## src/rtl/command_issue_gate.sv

```systemverilog
// Command FIFO that issues PSL commands one at a time under credit control.
// It stamps each issued command with a wrapping tag and counts the cycles it spends stalled.
module command_issue_gate #(
  parameter int unsigned DEPTH = 8,
  parameter int unsigned TAG_W = 8
) (
  input  logic                     clock,
  input  logic                     reset,
  input  logic                     enable,
  input  logic                     enq_valid,
  output logic                     enq_ready,
  input  logic [12:0]              enq_command,
  input  logic [63:0]              enq_address,
  input  logic [11:0]              enq_size,
  input  logic [7:0]               credits,
  output logic                     cmd_valid,
  output logic [12:0]              cmd_command,
  output logic [63:0]              cmd_address,
  output logic [11:0]              cmd_size,
  output logic [TAG_W-1:0]         cmd_tag,
  output logic                     valid_request,
  output logic [$clog2(DEPTH):0]   fifo_count,
  output logic [31:0]              stall_cycles
);

  localparam int unsigned PW = $clog2(DEPTH);
  localparam int unsigned CW = PW + 1;

  typedef enum logic [1:0] {IDLE, ISSUE, STALL} state_t;

  logic [12:0] cmd_mem  [DEPTH];
  logic [63:0] addr_mem [DEPTH];
  logic [11:0] size_mem [DEPTH];

  logic [PW-1:0]    wr_ptr_q, rd_ptr_q;
  logic [CW-1:0]    count_q, count_d;
  state_t           state_q, state_d;
  logic             cmd_valid_q;
  logic [12:0]      cmd_command_q;
  logic [63:0]      cmd_address_q;
  logic [11:0]      cmd_size_q;
  logic [TAG_W-1:0] cmd_tag_q, tag_ctr_q;
  logic [31:0]      stall_q, stall_d;

  logic full, empty, push, pop;

  assign full  = (count_q == CW'(DEPTH));
  assign empty = (count_q == '0);
  // No pass-through: a full FIFO refuses the push even in a cycle that pops.
  assign enq_ready = reset | ~full;
  assign push      = enq_valid & ~full;
  // The only command in flight is the one on cmd_valid; credits lag it by a cycle.
  assign pop       = ~empty & enable & (credits > {7'b0, cmd_valid_q});

  always_comb begin
    count_d = count_q;
    unique case ({push, pop})
      2'b10:   count_d = count_q + CW'(1);
      2'b01:   count_d = count_q - CW'(1);
      default: count_d = count_q;
    endcase
  end

  always_comb begin
    state_d = STALL;
    if (count_d == '0)
      state_d = IDLE;
    else if (enable && (credits > {7'b0, pop}))
      state_d = ISSUE;
  end

  always_comb begin
    stall_d = stall_q;
    if (state_q == STALL && stall_q != '1)
      stall_d = stall_q + 32'd1;
  end

  always_ff @(posedge clock) begin
    if (push) begin
      cmd_mem[wr_ptr_q]  <= enq_command;
      addr_mem[wr_ptr_q] <= enq_address;
      size_mem[wr_ptr_q] <= enq_size;
    end
  end

  always_ff @(posedge clock or posedge reset) begin
    if (reset) begin
      wr_ptr_q      <= '0;
      rd_ptr_q      <= '0;
      count_q       <= '0;
      state_q       <= IDLE;
      cmd_valid_q   <= 1'b0;
      cmd_command_q <= '0;
      cmd_address_q <= '0;
      cmd_size_q    <= '0;
      cmd_tag_q     <= '0;
      tag_ctr_q     <= '0;
      stall_q       <= '0;
    end else begin
      count_q     <= count_d;
      state_q     <= state_d;
      stall_q     <= stall_d;
      cmd_valid_q <= pop;
      if (push)
        wr_ptr_q <= wr_ptr_q + PW'(1);
      if (pop) begin
        rd_ptr_q      <= rd_ptr_q + PW'(1);
        cmd_command_q <= cmd_mem[rd_ptr_q];
        cmd_address_q <= addr_mem[rd_ptr_q];
        cmd_size_q    <= size_mem[rd_ptr_q];
        cmd_tag_q     <= tag_ctr_q;
        tag_ctr_q     <= tag_ctr_q + TAG_W'(1);
      end
    end
  end

  assign cmd_valid     = cmd_valid_q;
  assign valid_request = cmd_valid_q;
  assign cmd_command   = cmd_command_q;
  assign cmd_address   = cmd_address_q;
  assign cmd_size      = cmd_size_q;
  assign cmd_tag       = cmd_tag_q;
  assign fifo_count    = count_q;
  assign stall_cycles  = stall_q;

endmodule

```

## config.mk

```make
export PLATFORM = sky130hd
export DESIGN_NAME = command_issue_gate
export DESIGN_NICKNAME = d
export VERILOG_FILES = /design/src/rtl/command_issue_gate.sv
export SDC_FILE = /design/constraint.sdc
export NUM_CORES = 1
export LEC_CHECK = 0
export BUFFER_PORTS_ARGS = -buffer_cell sky130_fd_sc_hd__clkbuf_2
export CORE_ASPECT_RATIO = 0.9
export CORE_UTILIZATION = 45
export DETAILED_ROUTE_END_ITERATION = 8
export PLACE_DENSITY = 0.73
export SYNTH_ARGS = -nofsm -noshare
export SYNTH_HDL_FRONTEND = slang
export SYNTH_SLANG_ARGS = --single-unit
```

## constraint.sdc

```tcl
create_clock -name clock -period 13.9 [get_ports clock]
set_clock_uncertainty 0.1 [all_clocks]
set_input_delay 2.085 -clock clock [delete_from_list [all_inputs] [get_ports clock]]
set_output_delay 2.085 -clock clock [all_outputs]
set_load 0.005 [all_outputs]
```

# [Yosys cells after proc, flatten, opt, wreduce, memory -nomap -nowiden]
# Memory sizes are Yosys's and may differ from the RTL's. A register that Yosys moved wholly into a read port is not among the register bits.
# Cells that the tools add are included.
[totals] register_bits=61 ramBits=712 wordCells=39 memories=3
[op_classes] n_addsub=6 magnitude_cmp=2 n_eq_ne=5 n_mux=5 bitwise=6 reduce_logical=4
[memory_table] memory="addr_mem" words=8 width=64 read_ports=1 rd_ports_with_merged_regs=1 write_ports=1 line_no="32" rtl="logic [63:0] addr_mem [DEPTH];"
[memory_table] memory="cmd_mem" words=8 width=13 read_ports=1 rd_ports_with_merged_regs=1 write_ports=1 line_no="31" rtl="logic [12:0] cmd_mem [DEPTH];"
[memory_table] memory="size_mem" words=8 width=12 read_ports=1 rd_ports_with_merged_regs=1 write_ports=1 line_no="33" rtl="logic [11:0] size_mem [DEPTH];"
[op_table] operator="32-bit by 1-bit adder with 32-bit output, second input constant" count=1
[op_table] operator="32-bit != test, second input constant" count=1
[op_table] operator="8-bit by 1-bit > comparator with 1-bit output" count=2
[op_table] operator="8-bit by 1-bit adder with 8-bit output, second input constant" count=1
[op_table] operator="4-bit zero test" count=2
[op_table] operator="4-bit case mux with 2 select lines" count=1
[op_table] operator="3-bit by 1-bit adder with 3-bit output, second input constant" count=2
[op_table] operator="4-bit by 1-bit adder with 4-bit output, second input constant" count=1
[op_table] operator="2-bit equality test, second input constant" count=2
[op_table] operator="4-bit equality test, second input constant" count=1
[op_table] operator="2-bit two-way mux" count=2
[op_table] operator="4-bit by 1-bit subtractor with 4-bit output, second input constant" count=1
[op_table] operator="1-bit bitwise AND" count=3
[op_table] operator="2-bit by 1-bit equality test with 1-bit output, second input constant" count=1
[op_table] operator="1-bit logical AND" count=2
[op_table] operator="1-bit two-way mux" count=2
[op_table] operator="1-bit inverter" count=2
[op_table] operator="1-bit OR" count=1

# [Logic depth before layout (Yosys ltp)]
[depth] depth_word=8 mapped_depth=12 mapped_depth_nobuf=11

# [Least setup slack after synthesis]
# OpenSTA, ideal clock, no wires.
[synth_timing] path_kind="input-to-reg" start="input enq_valid" end="memory addr_mem[0][0], enable pin" arrival_ns=10.806 required_time_ns=13.045 path_slack_ns=2.239 cell_stages=3 cell_sequence="a21boi_2 -> inv_2 -> nor4_1"
[synth_via] elab_chain_len=3
[synth_lines] element="start: declaration" line_no="10" rtl="input logic enq_valid,"
[synth_lines] element="1-bit bitwise AND" line_no="51" rtl="assign push = enq_valid & ~full;"
[synth_lines] element="1-bit two-way mux" line_no="79" rtl="if (push) begin"
[synth_lines] element="1-bit two-way mux (not written as such)" line_no="81" rtl="addr_mem[wr_ptr_q] <= enq_address;"
[synth_lines] element="end: declaration" line_no="32"
# No other way between the ends.

# [Worst setup path after layout]
[layout_timing] start="input reset" end="output enq_ready"
[layout_via] elab_chain_len=1
[layout_lines] element="start: declaration" line_no="8" rtl="input logic reset,"
[layout_lines] element="1-bit OR" line_no="50" rtl="assign enq_ready = reset | ~full;"
[layout_lines] element="end: declaration" line_no="11" rtl="output logic enq_ready,"
# No other way between the ends.

==> results.tsv <==
stage	metric	value	unit
outcome	outcome	completed	
finish	# nets final	1969	
routing	Antenna Violating Nets Remaining	0	
grt	initial antenna violation count	8	
clock_tree	Setup Fix Bufs, Post-CTS	0	
clock_tree	CTS Buffer Depth	3	
grt	global route overflow	0	
finish	layout cell share with drive strength beyond 1	31.0	%
routing	# DRC	0	
finish	register area	25100	sq um
grt	first-pass GRT wire length	102	mm
floorplanning	I/O pin total	237	
synth	Mapped Area	32600	sq um
clock_tree	htree depth	3	
grt	largest net degree at the start of global routing	176	
finish	fillcell total	5439	
critical_path	Critical Path AT	2910	ps
clock_tree	CTS root buf	clkbuf_16	
critical_path	Setup CP Type	input pin to output port	
synth	Post-synth EDFFs	712	
routing	post-DR wirelength/cell	23.2	um
finish	fin area	38000	sq um
timing	setup TNS	0	ps
synth	synth warn	0	
synth	post-synthesis sequential area ratio	77.1	%
pwr	Max IR drop VDD	0.000157	V
place	Post-DP Area	34900	sq um
place	port bufs	236	
pwr	PwrDens	208	nW/um^2
floorplanning	initial core utilization	45.6	%
timing	fin crit period	5100	ps
routing	via count	15800	
timing	Max Freq	196	MHz
run	max cap viols	0	
timing	Final Hold Viols	0	
synth	top cell type's share of synthesized area	65.6	%
routing	Vias/cell	5.46	
synth	Synth Flop Type	edfxtp_1	
hold_path	Worst Hold Class	flip-flop to flip-flop	
synth	Synth cell types	48	
timing	Least-Margin Pin Slew	1210	ps
finish	non-filler cells, final	2885	
grt	met1 Use GR	24.7	%
place	hpwl dp	36.1	mm
grt	M2 GR Usage	31.0	%
place	pre-CTS setup slack	8480	ps
clock_tree	Clock transition at path regs	60	ps
synth	Post-Syn Instances	1584	
timing	Setup WS post-layout	8800	ps
clock_tree	CTS tree	done	
clock_tree	clk sinks	862	
synth	Yosys reg bits	862	
timing	final setup fails	0	
clock_tree	Hold-fix buffers, CTS	0	
finish	n_diodes	0	
critical_path	CP startpoint kind	input pin	
grt	Top Usage Layer GRT	met2	
grt	met3 usage in global routing	4.08	%
critical_path	crit path max fanout	54	
place	Final Wtd Congestion	0.766	
floorplanning	row cnt	93	
synth	largest area contributor in the netlist	edfxtp_1	
synth	largest cells by area after synthesis	edfxtp_1 (66%), mux4_2 (12%), dfrtp_1 (12%)	
critical_path	worst endpoint required time	11720	ps
clock_tree	TritonCTS buffer count	86	
pwr	P_leak	13.3	nW
grt	total global-route track usage	18.6	%
clock_tree	insertion delay to the later sink of the worst-skew pair	630	ps
clock_tree	post_cts resized	0	
timing	period utilization	36.7	%
floorplanning	CORE AREA	71600	sq um
floorplanning	die footprint	73500	sq um
timing	RSZ-0062 raised after global routing	false	
finish	area occupied by multi-input gates	7160	sq um
timing	Rel. slew slack	19.6	%
finish	Layout Area Growth over Synthesis	16.5	%
synth	Synth Area per Inst	20.6	sq um
grt	vias in the first global route	16700	
synth	FFs w/ async S/R, synth	17.4	%
floorplanning	Vert. Die Dim	257	um
timing	fin. max-slew vios	0	
place	placed cells	2723	
critical_path	crit end category	output port	
routing	1st-pass router iterations	5	
synth	post-synth net total	1692	
floorplanning	Die Width	286	um
routing	final wirelength	66.9	mm
routing	DRT iter0 DRCs	1198	
synth	count leader, synth	edfxtp_1	
synth	top post-synthesis cells by count	edfxtp_1 (712), mux4_2 (178), dfrtp_1 (150), nor2_1 (109), a21oi_1 (91)	
==> placed cells by master (no fill, tap or decap), types with 6 or more instances in the layout <==
cell type	instances
bufinv_16	14
xor2_1	12
and3_1	9
clkbuf_16	87
mux2i_1	90
clkbuf_1	24
mux4_2	178
nand2_1	25
edfxtp_1	712
xnor2_1	33
clkbuf_8	9
mux2_1	11
a21oi_1	91
clkbuf_2	236
clkinv_2	11
ha_1	7
clkinv_1	6
nand4_1	11
dfrtp_1	147
nor3_2	6
nand3_1	17
nor2_1	106
buf_4	26
==> registers in the layout, summed over array words and instances, names as in the netlist <==
signal	cells
cmd_address	64
cmd_tag	8
size_mem	96
fifo_count	4
wr_ptr_q	3
cmd_command	13
tag_ctr_q	8
stall_cycles	32
rd_ptr_q	3
addr_mem	512
cmd_size	12
state_q	2
cmd_mem	104
cmd_valid	1
==> metrics by stage <==
step / hold slack (ps) / total power, W / util (%)
finish: 384 / 0.00791 / 53.1
global route: 404 / 0.00828 / 53.1
CTS: 386 / 0.00802 / 53.1
detailed placement: 378 / 0.00557 / 48.8
global placement: 373 / 0.00553 / 48.8
floorplan: 342 / 0.00494 / -
==> where the power goes <==
group / internal [W] / total (W) / switching, W
combinational: 0.000913 / 0.00187 / 0.000961
sequential: 0.00330 / 0.00359 / 0.000296
clock: 0.00147 / 0.00244 / 0.000969
==> final timing paths <==
check | depth (start not counted) | end | slack, ps | from
worst max register to register | 8 | state_q[1] | 10400 | cmd_valid
worst max-delay path | 4 | enq_ready | 8800 | reset
worst min register to register | 1 | tag_ctr_q[7] | 380 | tag_ctr_q[7]
min in group asynchronous | 2 | stall_cycles[31] | 1410 | reset
worst min-delay path | 1 | tag_ctr_q[7] | 380 | tag_ctr_q[7]
max in group asynchronous | 3 | cmd_address[2] | 10990 | reset
==> critical path, stage by stage <==
cell and delay, ps:
clkbuf_2 110, inv_6 390, nand3_1 150, clkbuf_2 140
==> per-layer routing <==
metal  up-vias  routed length (um)
met1      8293               28200
met4        16                1490
li1       6934                   -
met3       129                3810
met2       392               33300
met5         -                 104
==> cell families after synthesis <==
| kind of cell | count (synthesis) | share of synthesized area, % |
|---|---|---|
| muxes | 279 | 15.4 |
| xor gates and xnor gates | 46 | 1.28 |
| AOI/OAI and AO/OA | 104 | 1.82 |
| buffers and inverters | 82 | 1.07 |
| DFF | 862 | 77.1 |
| adders and majority gates | 7 | 0.269 |
| and+or+nand+nor | 204 | 3.02 |
==> cell type report <==
class,instances,share of cell area [%]
Sequential cell,862,66.2
Multi-Input combinational cell,640,18.9
Clock buffer,120,6.30
Timing Repair Buffer,264,3.73
Tap cell,950,3.13
Clock inverter,42,1.68
Inverter,7,0.0824
No activity file was read; power rests on OpenSTA's default activity.
